$ cat config.mk
export PLATFORM = sky130hd
export DESIGN_NAME = parity_generator_flat
export DESIGN_NICKNAME = d
export VERILOG_FILES = /design/src/rtl/parity_generator_pkg.sv /design/src/rtl/parity_generator_if.sv /design/src/rtl/parity_generator_skid_buffer.sv /design/src/rtl/parity_generator.sv /design/src/flat_wrapper.sv
export SDC_FILE = /design/constraint.sdc
export NUM_CORES = 1
export LEC_CHECK = 0
export CORE_UTILIZATION = 48
export DETAILED_ROUTE_END_ITERATION = 8
export PLACE_DENSITY = 0.78
export SLEW_MARGIN = 20
export SYNTH_ARGS = -nofsm -noshare
export SYNTH_HDL_FRONTEND = slang
export SYNTH_SLANG_ARGS = --single-unit
$ cat constraint.sdc
create_clock -name clk -period 1.9 [get_ports clk]
set_input_delay 0.475 -clock clk [delete_from_list [all_inputs] [get_ports clk]]
set_output_delay 0.475 -clock clk [all_outputs]
set_load 0.03 [all_outputs]
$ cat src/rtl/parity_generator_pkg.sv
// Shared parity helpers and encodings used by the parity generator and checker.
// Functions work on a MAX_W-bit zero-extended payload so one body serves every width.
package parity_pkg;

   localparam int MAX_W = 64;

   typedef enum logic {EVEN = 1'b0, ODD = 1'b1} parity_sense_e;
   typedef enum logic {LSB = 1'b0, MSB = 1'b1} parity_pos_e;
   typedef enum logic [1:0] {EMPTY = 2'd0, ONE = 2'd1, FULL = 2'd2} skid_state_e;

   // Zero padding does not change the XOR reduction, so callers may zero-extend freely.
   function automatic logic calc_parity(input logic [MAX_W-1:0] data,
                                        input parity_sense_e    even_odd);
      return (^data) ^ even_odd;
   endfunction

   function automatic logic [MAX_W:0] insert_parity(input logic [MAX_W-1:0] data,
                                                    input logic             p,
                                                    input parity_pos_e      select,
                                                    input int               width);
      logic [MAX_W:0] r;
      if (select == MSB) begin
         r = {1'b0, data} | ((MAX_W+1)'(p) << width);
      end else begin
         r = {data, p};
      end
      return r;
   endfunction

endpackage

$ cat src/rtl/parity_generator_if.sv
// Producer-side and FIFO-side valid/grant handshakes of the parity generator.
// master is the generator's view; slave is the surrounding producer/FIFO view.
interface parity_generator_if #(
   parameter int DATA_WIDTH = 8
) ();

   logic                  push_valid_sender;
   logic [DATA_WIDTH-1:0] push_data_sender;
   logic                  push_grant_sender;
   logic                  push_valid_fifo;
   logic [DATA_WIDTH:0]   push_data_fifo;
   logic                  push_grant_fifo;

   modport master (
      input  push_valid_sender,
      input  push_data_sender,
      output push_grant_sender,
      output push_valid_fifo,
      output push_data_fifo,
      input  push_grant_fifo
   );

   modport slave (
      output push_valid_sender,
      output push_data_sender,
      input  push_grant_sender,
      input  push_valid_fifo,
      input  push_data_fifo,
      output push_grant_fifo
   );

endinterface

$ cat src/rtl/parity_generator_skid_buffer.sv
// Generic 2-entry valid/grant register slice: every output is a flop, full throughput.
// OUT drives the consumer; SKID catches the word accepted while OUT is stalled.
module skid_buffer
   import parity_pkg::*;
#(
   parameter int WIDTH = 9
) (
   input  logic             clk,
   input  logic             reset,
   input  logic             i_valid,
   input  logic [WIDTH-1:0] i_data,
   output logic             o_grant,
   output logic             o_valid,
   output logic [WIDTH-1:0] o_data,
   input  logic             i_grant
);

   skid_state_e      r_state;
   skid_state_e      w_state_nxt;
   logic             r_valid;
   logic             r_grant;
   logic [WIDTH-1:0] r_out;
   logic [WIDTH-1:0] r_skid;
   logic             w_in_xfer;
   logic             w_out_xfer;
   logic             w_load_out;
   logic             w_load_skid;
   logic             w_out_from_skid;

   assign w_in_xfer  = i_valid & r_grant;
   assign w_out_xfer = r_valid & i_grant;

   always_comb begin
      w_state_nxt     = r_state;
      w_load_out      = 1'b0;
      w_load_skid     = 1'b0;
      w_out_from_skid = 1'b0;
      case (r_state)
         EMPTY: begin
            if (w_in_xfer) begin
               w_load_out  = 1'b1;
               w_state_nxt = ONE;
            end
         end
         ONE: begin
            if (w_in_xfer && w_out_xfer) begin
               w_load_out = 1'b1;
            end else if (w_in_xfer) begin
               w_load_skid = 1'b1;
               w_state_nxt = FULL;
            end else if (w_out_xfer) begin
               w_state_nxt = EMPTY;
            end
         end
         FULL: begin
            if (w_out_xfer) begin
               w_out_from_skid = 1'b1;
               w_state_nxt     = ONE;
            end
         end
         default: w_state_nxt = EMPTY;
      endcase
   end

   // Valid and grant are kept as their own flops so neither output is a state decode.
   always_ff @(posedge clk) begin
      if (reset) begin
         r_state <= EMPTY;
         r_valid <= 1'b0;
         r_grant <= 1'b1;
         r_out   <= '0;
      end else begin
         r_state <= w_state_nxt;
         r_valid <= (w_state_nxt != EMPTY);
         r_grant <= (w_state_nxt != FULL);
         if (w_load_out) begin
            r_out <= i_data;
         end else if (w_out_from_skid) begin
            r_out <= r_skid;
         end
      end
   end

   always_ff @(posedge clk) begin
      if (w_load_skid) begin
         r_skid <= i_data;
      end
   end

   assign o_grant = r_grant;
   assign o_valid = r_valid;
   assign o_data  = r_out;

endmodule

$ cat src/rtl/parity_generator.sv
// Encodes producer words with a parity bit and pushes them to a FIFO through a skid buffer,
// with a one-shot parity corruption hook and a wrapping count of delivered words.
module parity_generator
   import parity_pkg::*;
#(
   parameter int EVEN_ODD          = 0,
   parameter int SELECT_PARITY_BIT = 0,
   parameter int DATA_WIDTH        = 8,
   parameter int COUNT_WIDTH       = 16
) (
   input  logic                   clk,
   input  logic                   reset,
   parity_generator_if.master     bus,
   input  logic                   inject_error,
   output logic                   inject_pending,
   output logic [COUNT_WIDTH-1:0] tx_count
);

   localparam parity_sense_e LP_SENSE = (EVEN_ODD != 0) ? ODD : EVEN;
   localparam parity_pos_e   LP_POS   = (SELECT_PARITY_BIT != 0) ? MSB : LSB;

   logic                   r_inject_pending;
   logic [COUNT_WIDTH-1:0] r_tx_count;
   logic                   w_sender_xfer;
   logic                   w_fifo_xfer;
   logic                   w_corrupt;
   logic                   w_parity;
   logic [DATA_WIDTH:0]    w_enc;

   assign w_sender_xfer = bus.push_valid_sender & bus.push_grant_sender;
   assign w_fifo_xfer   = bus.push_valid_fifo & bus.push_grant_fifo;

   // A pulse coinciding with the transfer corrupts that same word.
   assign w_corrupt = r_inject_pending | inject_error;
   assign w_parity  = calc_parity(MAX_W'(bus.push_data_sender), LP_SENSE) ^ w_corrupt;
   assign w_enc     = (DATA_WIDTH+1)'(insert_parity(MAX_W'(bus.push_data_sender), w_parity,
                                                    LP_POS, DATA_WIDTH));

   skid_buffer #(
      .WIDTH (DATA_WIDTH + 1)
   ) u_skid (
      .clk     (clk),
      .reset   (reset),
      .i_valid (bus.push_valid_sender),
      .i_data  (w_enc),
      .o_grant (bus.push_grant_sender),
      .o_valid (bus.push_valid_fifo),
      .o_data  (bus.push_data_fifo),
      .i_grant (bus.push_grant_fifo)
   );

   // The consuming transfer wins over a simultaneous pulse, so pulses never stack.
   always_ff @(posedge clk) begin
      if (reset) begin
         r_inject_pending <= 1'b0;
         r_tx_count       <= '0;
      end else begin
         if (w_sender_xfer) begin
            r_inject_pending <= 1'b0;
         end else if (inject_error) begin
            r_inject_pending <= 1'b1;
         end
         if (w_fifo_xfer) begin
            r_tx_count <= r_tx_count + 1'b1;
         end
      end
   end

   assign inject_pending = r_inject_pending;
   assign tx_count       = r_tx_count;

endmodule
$ cat src/flat_wrapper.sv
// flat-port wrapper written by rule: the top's interface ports become plain ports
module parity_generator_flat import parity_pkg::*;
#(
   parameter int EVEN_ODD          = 0,
   parameter int SELECT_PARITY_BIT = 0,
   parameter int DATA_WIDTH        = 8,
   parameter int COUNT_WIDTH       = 16
)
  (clk, reset, inject_error, inject_pending, tx_count, bus_push_valid_sender, bus_push_data_sender, bus_push_grant_sender, bus_push_valid_fifo, bus_push_data_fifo, bus_push_grant_fifo);
  parity_generator_if #(.DATA_WIDTH(DATA_WIDTH)) bus_i ();
  input  logic clk;
  input  logic reset;
  input  logic inject_error;
  output logic inject_pending;
  output logic [COUNT_WIDTH-1:0] tx_count;
  input wire logic [$bits(bus_i.push_valid_sender)-1:0] bus_push_valid_sender;
  input wire logic [$bits(bus_i.push_data_sender)-1:0] bus_push_data_sender;
  output wire logic [$bits(bus_i.push_grant_sender)-1:0] bus_push_grant_sender;
  output wire logic [$bits(bus_i.push_valid_fifo)-1:0] bus_push_valid_fifo;
  output wire logic [$bits(bus_i.push_data_fifo)-1:0] bus_push_data_fifo;
  input wire logic [$bits(bus_i.push_grant_fifo)-1:0] bus_push_grant_fifo;
  assign bus_i.push_valid_sender = bus_push_valid_sender;
  assign bus_i.push_data_sender = bus_push_data_sender;
  assign bus_push_grant_sender = bus_i.push_grant_sender;
  assign bus_push_valid_fifo = bus_i.push_valid_fifo;
  assign bus_push_data_fifo = bus_i.push_data_fifo;
  assign bus_i.push_grant_fifo = bus_push_grant_fifo;
  parity_generator #(.EVEN_ODD(EVEN_ODD), .SELECT_PARITY_BIT(SELECT_PARITY_BIT), .DATA_WIDTH(DATA_WIDTH), .COUNT_WIDTH(COUNT_WIDTH)) u_core (.clk(clk), .reset(reset), .bus(bus_i), .inject_error(inject_error), .inject_pending(inject_pending), .tx_count(tx_count));
endmodule
==> run metrics, run 1 <==
R2R Path Start=u_core.tx_count[4]$_SDFFE_PP0P_; Syn Nets=180; vias per cell=5.17; Top FF cell, synth=dfxtp_1; H-tree depth=2; CP max stage cell=clkdlybuf4s50_1; Synth Instances=166; worst hold path type=register to register; Hold Path Sink=u_core.tx_count[1]$_SDFFE_PP0P_; critical-path maximum fanout=2; Clock Latency Late Sink=0.36 ns; ys async rst share=0; final max-slew violation count=0; Final Hold Viols=0; CTS Root Cell=clkbuf_4; Pwr Density=781 mW/mm2; antenna-violating nets left=0; Cell Chain, Critical Path=clkdlybuf4s50_1; count of input and output buffers=40; PnR worst setup slack=0.0556 ns; WHS Path Cells=2; Core Util, Final=0.688; finished layout cell area=0.00230 mm2; vias in the first global route=1345; CTS Buffer Depth=2; DPL Wire Length=2.49 mm; first-pass GRT wire length=5.77 mm; Initial Util=0.504; WP data arrival=1.37 ns; r2r setup slk=0.35 ns; Initial DRC Count=110; GRT Overall Usage=0.215; Critical Path RT=1.42 ns; mean post-synth cell area=10.1 um2; flops & latches, synth=39; Seq/Total Area, Yosys=0.518; period utilization=0.971; crit-path max cell delay=0.67 ns; RSZ-0062 raised after global routing=false; critical path depth=1; CTS tree=built; ANT cells=0; type of the worst setup path=register to output port; area leader, netlist=dfxtp_1; startpoint types=register; Sink Count=39; maximum VDD drop=0.000649 V; detailed-route DRC error count=0; gr ovfl total=0; dpl ws=-0.133 ns; Buf/Inv on CP=1; Max Freq=0.542 GHz; Cell Area, Placed=0.00222 mm2; hold_sp=u_core.tx_count[1]$_SDFFE_PP0P_; GP Congestion=0.816; Power, Total=1.79 mW; total core area=0.00334 mm2; Num CTS Buffers=5; via count=1369; DRT Pass-1 Iters=4; Worst path top cell family by delay=buffers and inverters; Unique masters post-synth=35; clk slew on worst S/H paths=0.11 ns; I/O Pins=41; worst r2r dst=u_core.tx_count[14]$_SDFFE_PP0P_; largest net degree at the start of global routing=30; TNS Setup=0 ns; Tmin final=1.84 ns; row count=21; Worst R2R Path Depth=4; Worst Skew=0.0131 ns; wire length per cell=13.2 um; Final Routed Wirelength=3.51 mm; Layout area overhead=36.7%; Die Width=61.2 um; leakage power=1.05 nW; final setup fails=0; Worst-Margin Slew=0.317 ns; max_slew headroom=0.788; Mapped Area=0.00168 mm2; status=complete, no violations; # Max-Cap Violations=0; CP Capture Type=output port; share of cells above drive strength 1=0.114; share of the synthesized area in the top cell type=0.357; die outline area=0.00374 mm2; chip height=61.2 um; initial antenna violation count=0; final net count=232; synth warn=0; ranking of synthesized cells by area=dfxtp_1 36%, edfxtp_1 16%, mux2i_1 6.0%, nor2_1 5.4%, xnor2_1 4.7%; Post-synth EDFFs=9
sequential cells by signal (all words and copies together), names as in the netlist:
name                   cells
u_core.u_skid.o_valid      1
u_core.inject_pending      1
u_core.u_skid.o_data       9
u_core.u_skid.o_grant      1
u_core.u_skid.r_state      2
u_core.u_skid.r_skid       9
u_core.tx_count           16
cells by family after synthesis:
kind of cell | count (synthesis) | synth area share
adders and majority gates | 1 | 0.00744
AOI/OAI and AO/OA | 27 | 0.102
muxes | 10 | 0.0596
xor gates and xnor gates | 17 | 0.0968
buffers and inverters | 11 | 0.0268
and+or+nand+nor | 61 | 0.189
DFF | 39 | 0.518
report_power, final:
part	switching, mW	total [mW]	leakage (nW)	internal, mW
Clock	0.271	0.529	0.0464	0.258
Sequential	0.0296	0.929	0.327	0.899
Combinational	0.175	0.337	0.673	0.162
Total	0.475	1.79	1.05	1.32
tightest hold or removal path: stages, from the launching register on:
cell	delay (ns)
dfxtp_1	0.35
nand2_1	0.06
a21oi_1	0.05
synth_stat cells (all sizes together) (3+ instances only):
library cell / instances
dfxtp: 30
nor2: 24
a21oi: 12
mux2i: 10
edfxtp: 9
nand2: 9
xnor2: 9
a211oi: 8
xor2: 7
nand3: 6
inv: 5
clkbuf: 4
nand4: 4
and2: 3
and4: 3
placed cells by master (no fill, tap or decap), types with 2 or more instances in the layout:
master,instances
dlymetal6s2s_1,6
buf_12,2
mux2i_1,10
nor3_1,2
xor2_1,7
edfxtp_1,9
clkdlybuf4s50_1,19
or3_1,2
nor2_1,24
dlygate4sd2_1,15
a211oi_1,8
nand4_1,3
and3_1,2
buf_4,9
nand3_1,6
dfxtp_1,30
nand2_1,8
or4_1,2
and2_1,3
a21oi_1,12
o31ai_1,2
xnor2_1,9
and4_4,2
inv_1,5
o21ai_0,2
clkbuf_4,5
stage by stage:
stage / std cells / hold slack [ns]
floorplan: 166 / 0.531
finish: 265 / 0.499
global route: 265 / 0.529
global placement: 257 / 0.469
CTS: 265 / 0.504
detailed placement: 257 / 0.490
layer usage:
metal	wire length [um]	global-route usage	vias to the layer above
met2	1740	0.362	39
met1	1500	0.256	632
met4	61	0.130	0
met5	0	0	-
met3	196	0.0378	7
li1	-	-	691
worst max-delay path by stage:
stage	slack (ns)	startpoint	to
after floorplan	0.28	u_core.tx_count[4]$_SDFFE_PP0P_	u_core.tx_count[14]$_SDFFE_PP0P_
after global placement	-0.08	bus_push_data_sender[0]	u_core.u_skid.o_data[0]$_SDFFE_PP0P_
after detailed placement	-0.13	bus_push_data_sender[0]	u_core.u_skid.o_data[0]$_SDFFE_PP0P_
after CTS	0.001	u_core.tx_count[15]$_SDFFE_PP0P_	tx_count[15]
after global routing	0.008	u_core.u_skid.o_data[8]$_SDFFE_PP0P_	bus_push_data_fifo[8]
final	0.06	u_core.u_skid.o_data[1]$_SDFFE_PP0P_	bus_push_data_fifo[1]
layout make-up:
cell class / count / area (um2)
timing repair buffer: 51 / 504
tap: 46 / 57.6
clock inverter: 1 / 5.00
multi-input combinational: 116 / 764
sequential: 39 / 871
clock buffer: 7 / 76.3
inverter: 5 / 18.8
fill: 283 / 1040
what timing repair did:
item | in CTS | in global routing
setup buffers | 0 | 0
endpoints found under the setup margin | 15 | 6
resized for setup | 15 | 6
endpoints found under the hold margin | 0 | 0
hold buffers | 0 | 0
Power figures use the tool's default switching activity.
==> run 2, diff against run 1 <==
--- a/config.mk
+++ b/config.mk
@@ -5,9 +5,9 @@
 export SDC_FILE = /design/constraint.sdc
 export NUM_CORES = 1
 export LEC_CHECK = 0
-export CORE_UTILIZATION = 48
+export CORE_UTILIZATION = 34
 export DETAILED_ROUTE_END_ITERATION = 8
-export PLACE_DENSITY = 0.78
+export PLACE_DENSITY = 0.59
 export SLEW_MARGIN = 20
 export SYNTH_ARGS = -nofsm -noshare
 export SYNTH_HDL_FRONTEND = slang
==> run 2 against run 1 <==
- clock skew is 0.0079 ns lower
- setup slack got worse by 0.0015 ns
- maximum frequency hardly changed
- wire length rose by 2.9%
- critical endpoint is now tx_count[3]
- worst hold slack improved by 0.010 ns
- sequential share of layout area down 1.8 points
- critical path depth stayed put
- cell count is 8.7% higher
- non-clock buffer count up 2
- utilization is 18 points lower
- combinational power grew 4%
==> run metrics, run 2 (synthesis gave the netlist of run 1 again) <==
via count=1366 (was 1369); Critical Path RT=1.42 ns (about the same); row count=25 (was 21); TNS Setup=0 ns (unchanged); status=complete, no violations (unchanged); worst hold path type=register to register (unchanged); Worst Skew=0.00525 ns (was 0.0131 ns); footprint of the multi-input gates=764 um2 (unchanged); I/O Pins=41 (unchanged); Num CTS Buffers=5 (unchanged); gr ovfl total=0 (unchanged); DPL Wire Length=2.65 mm (was 2.49 mm); Max Freq=0.542 GHz (about the same); post-CTS resize count=1 (was 15); share of cells above drive strength 1=0.118 (was 0.114); vias in the first global route=1365 (was 1345); leakage power=1.07 nW (was 1.05 nW); final net count=234 (was 232); critical-path maximum fanout=4 (was 2); maximum VDD drop=0.000555 V (was 0.000649 V); Post-CTS Setup Inserts=0 (unchanged); most frequent cells in the layout=31 x clkdlybuf4s50_1, 30 x dfxtp_1, 24 x nor2_1 (was 30 x dfxtp_1, 24 x nor2_1, 19 x clkdlybuf4s50_1); crit-path max cell delay=0.69 ns (was 0.67 ns); Layout area overhead=43.6% (was 36.7%); RSZ-0062 raised after global routing=false (unchanged); H-tree depth=2 (unchanged); Core Util, Final=0.507 (was 0.688); Pwr Density=861 mW/mm2 (was 781 mW/mm2); startpoint types=register (unchanged); clk slew on worst S/H paths=0.07 ns (was 0.11 ns); Initial Util=0.353 (was 0.504); Final Routed Wirelength=3.61 mm (was 3.51 mm); most common cell after layout, fill and taps aside=clkdlybuf4s50_1 (was dfxtp_1); count of input and output buffers=40 (unchanged); max_slew headroom=0.782 (was 0.788); CTS Hold Bufs=0 (unchanged); antenna-violating nets left=0 (unchanged); Worst path top cell family by delay=buffers and inverters (unchanged); CTS Root Cell=clkbuf_8 (was clkbuf_4); GRT Overall Usage=0.150 (was 0.215); Clock Latency Late Sink=0.28 ns (was 0.36 ns); DRT Pass-1 Iters=4 (unchanged); Sink Count=39 (unchanged); ANT cells=0 (unchanged); CP max stage cell=clkdlybuf4s50_1 (unchanged); # fillers=457 (was 283); Final Hold Viols=0 (unchanged); Cell Chain, Critical Path=clkdlybuf4s50_1 (unchanged); detailed-route DRC error count=0 (unchanged); die outline area=0.00523 mm2 (was 0.00374 mm2); first-pass GRT wire length=6.07 mm (was 5.77 mm); Cell Area, Placed=0.00226 mm2 (was 0.00222 mm2); largest net degree at the start of global routing=30 (unchanged); CTS Buffer Depth=2 (unchanged); # Max-Cap Violations=0 (unchanged); Initial DRC Count=69 (was 110); vias per cell=4.74 (was 5.17); fin cells=288 (was 265); number of flip-flops in the largest register=16 (unchanged); Die Width=72.3 um (was 61.2 um); sequential standard cell area=871 um2 (unchanged); total core area=0.00475 mm2 (was 0.00334 mm2); Buf/Inv on CP=1 (unchanged); GP Congestion=0.803 (was 0.816); CP Capture Type=output port (unchanged); wire length per cell=12.5 um (was 13.2 um); DP Cell Count=280 (was 257); WP data arrival=1.37 ns (about the same); Worst-Margin Slew=0.327 ns (was 0.317 ns); period utilization=0.972 (was 0.971); Tmin final=1.85 ns (was 1.84 ns); final setup fails=0 (unchanged); final max-slew violation count=0 (unchanged); chip height=72.3 um (was 61.2 um); CTS tree=built (unchanged); finished layout cell area=0.00241 mm2 (was 0.00230 mm2); initial antenna violation count=0 (unchanged); type of the worst setup path=register to output port (unchanged)
-- run 2: cell types whose count changed in the layout (fill, tap and decap cells not counted), sizes merged --
cell           before  now
buf                11   13
bufinv              0    2
clkbuf              7    6
clkdlybuf4s50      19   31
clkinv              1    0
dlygate4sd2        15    1
dlymetal6s2s        6    8
-- run 2: final cells by class --
cell class,count,share of cell area
inverter,5,0.00778
sequential,39,0.361
multi-input combinational,116,0.317
clock inverter,2,0.0249
timing repair buffer,53,0.225
clock buffer,6,0.0301
tap,67,0.0348
-- run 2: worst reg2reg max path: cells and delay by family, from the launching register on --
family	cells	cell delay [ns]
flops	1	0.41
simple gates	3	0.90
compound gates	1	0.16
-- run 2: path summary, 6_finish.rpt --
kind | start | endpoint | slack [ns] | depth (start not counted)
max | u_core.tx_count[3]$_SDFFE_PP0P_ | tx_count[3] | 0.05 | 1
min | u_core.tx_count[1]$_SDFFE_PP0P_ | u_core.tx_count[1]$_SDFFE_PP0P_ | 0.51 | 2
min reg2reg | u_core.tx_count[1]$_SDFFE_PP0P_ | u_core.tx_count[1]$_SDFFE_PP0P_ | 0.51 | 2
max reg2reg | u_core.tx_count[2]$_SDFFE_PP0P_ | u_core.tx_count[12]$_SDFFE_PP0P_ | 0.38 | 4
-- run 2: where the power goes --
part	switching [mW]	internal (mW)
logic	0.179	0.171
registers	0.0263	0.899
clock network	0.276	0.525
total	0.481	1.60
-- run 2: metrics by stage --
| step | setup WS [ns] | power, mW | hold WS [ns] |
|---|---|---|---|
| 4_1_cts | 0.0130 | 2.11 | 0.513 |
| 3_5_place_dp | -0.108 | 1.30 | 0.501 |
| 2_1_floorplan | 0.276 | 1.14 | 0.531 |
| 6_report | 0.0541 | 2.08 | 0.509 |
| 5_1_grt | 0.00590 | 2.18 | 0.539 |
| 3_3_place_gp | -0.0665 | 1.29 | 0.479 |
-- run 2: per-layer routing --
layer  GRT usage  share of wire  vias up
met5           0              0        -
met4      0.0479         0.0050        0
met3      0.0472          0.040        2
met2       0.258           0.51       22
met1       0.177           0.44      645
li1            -              -      697
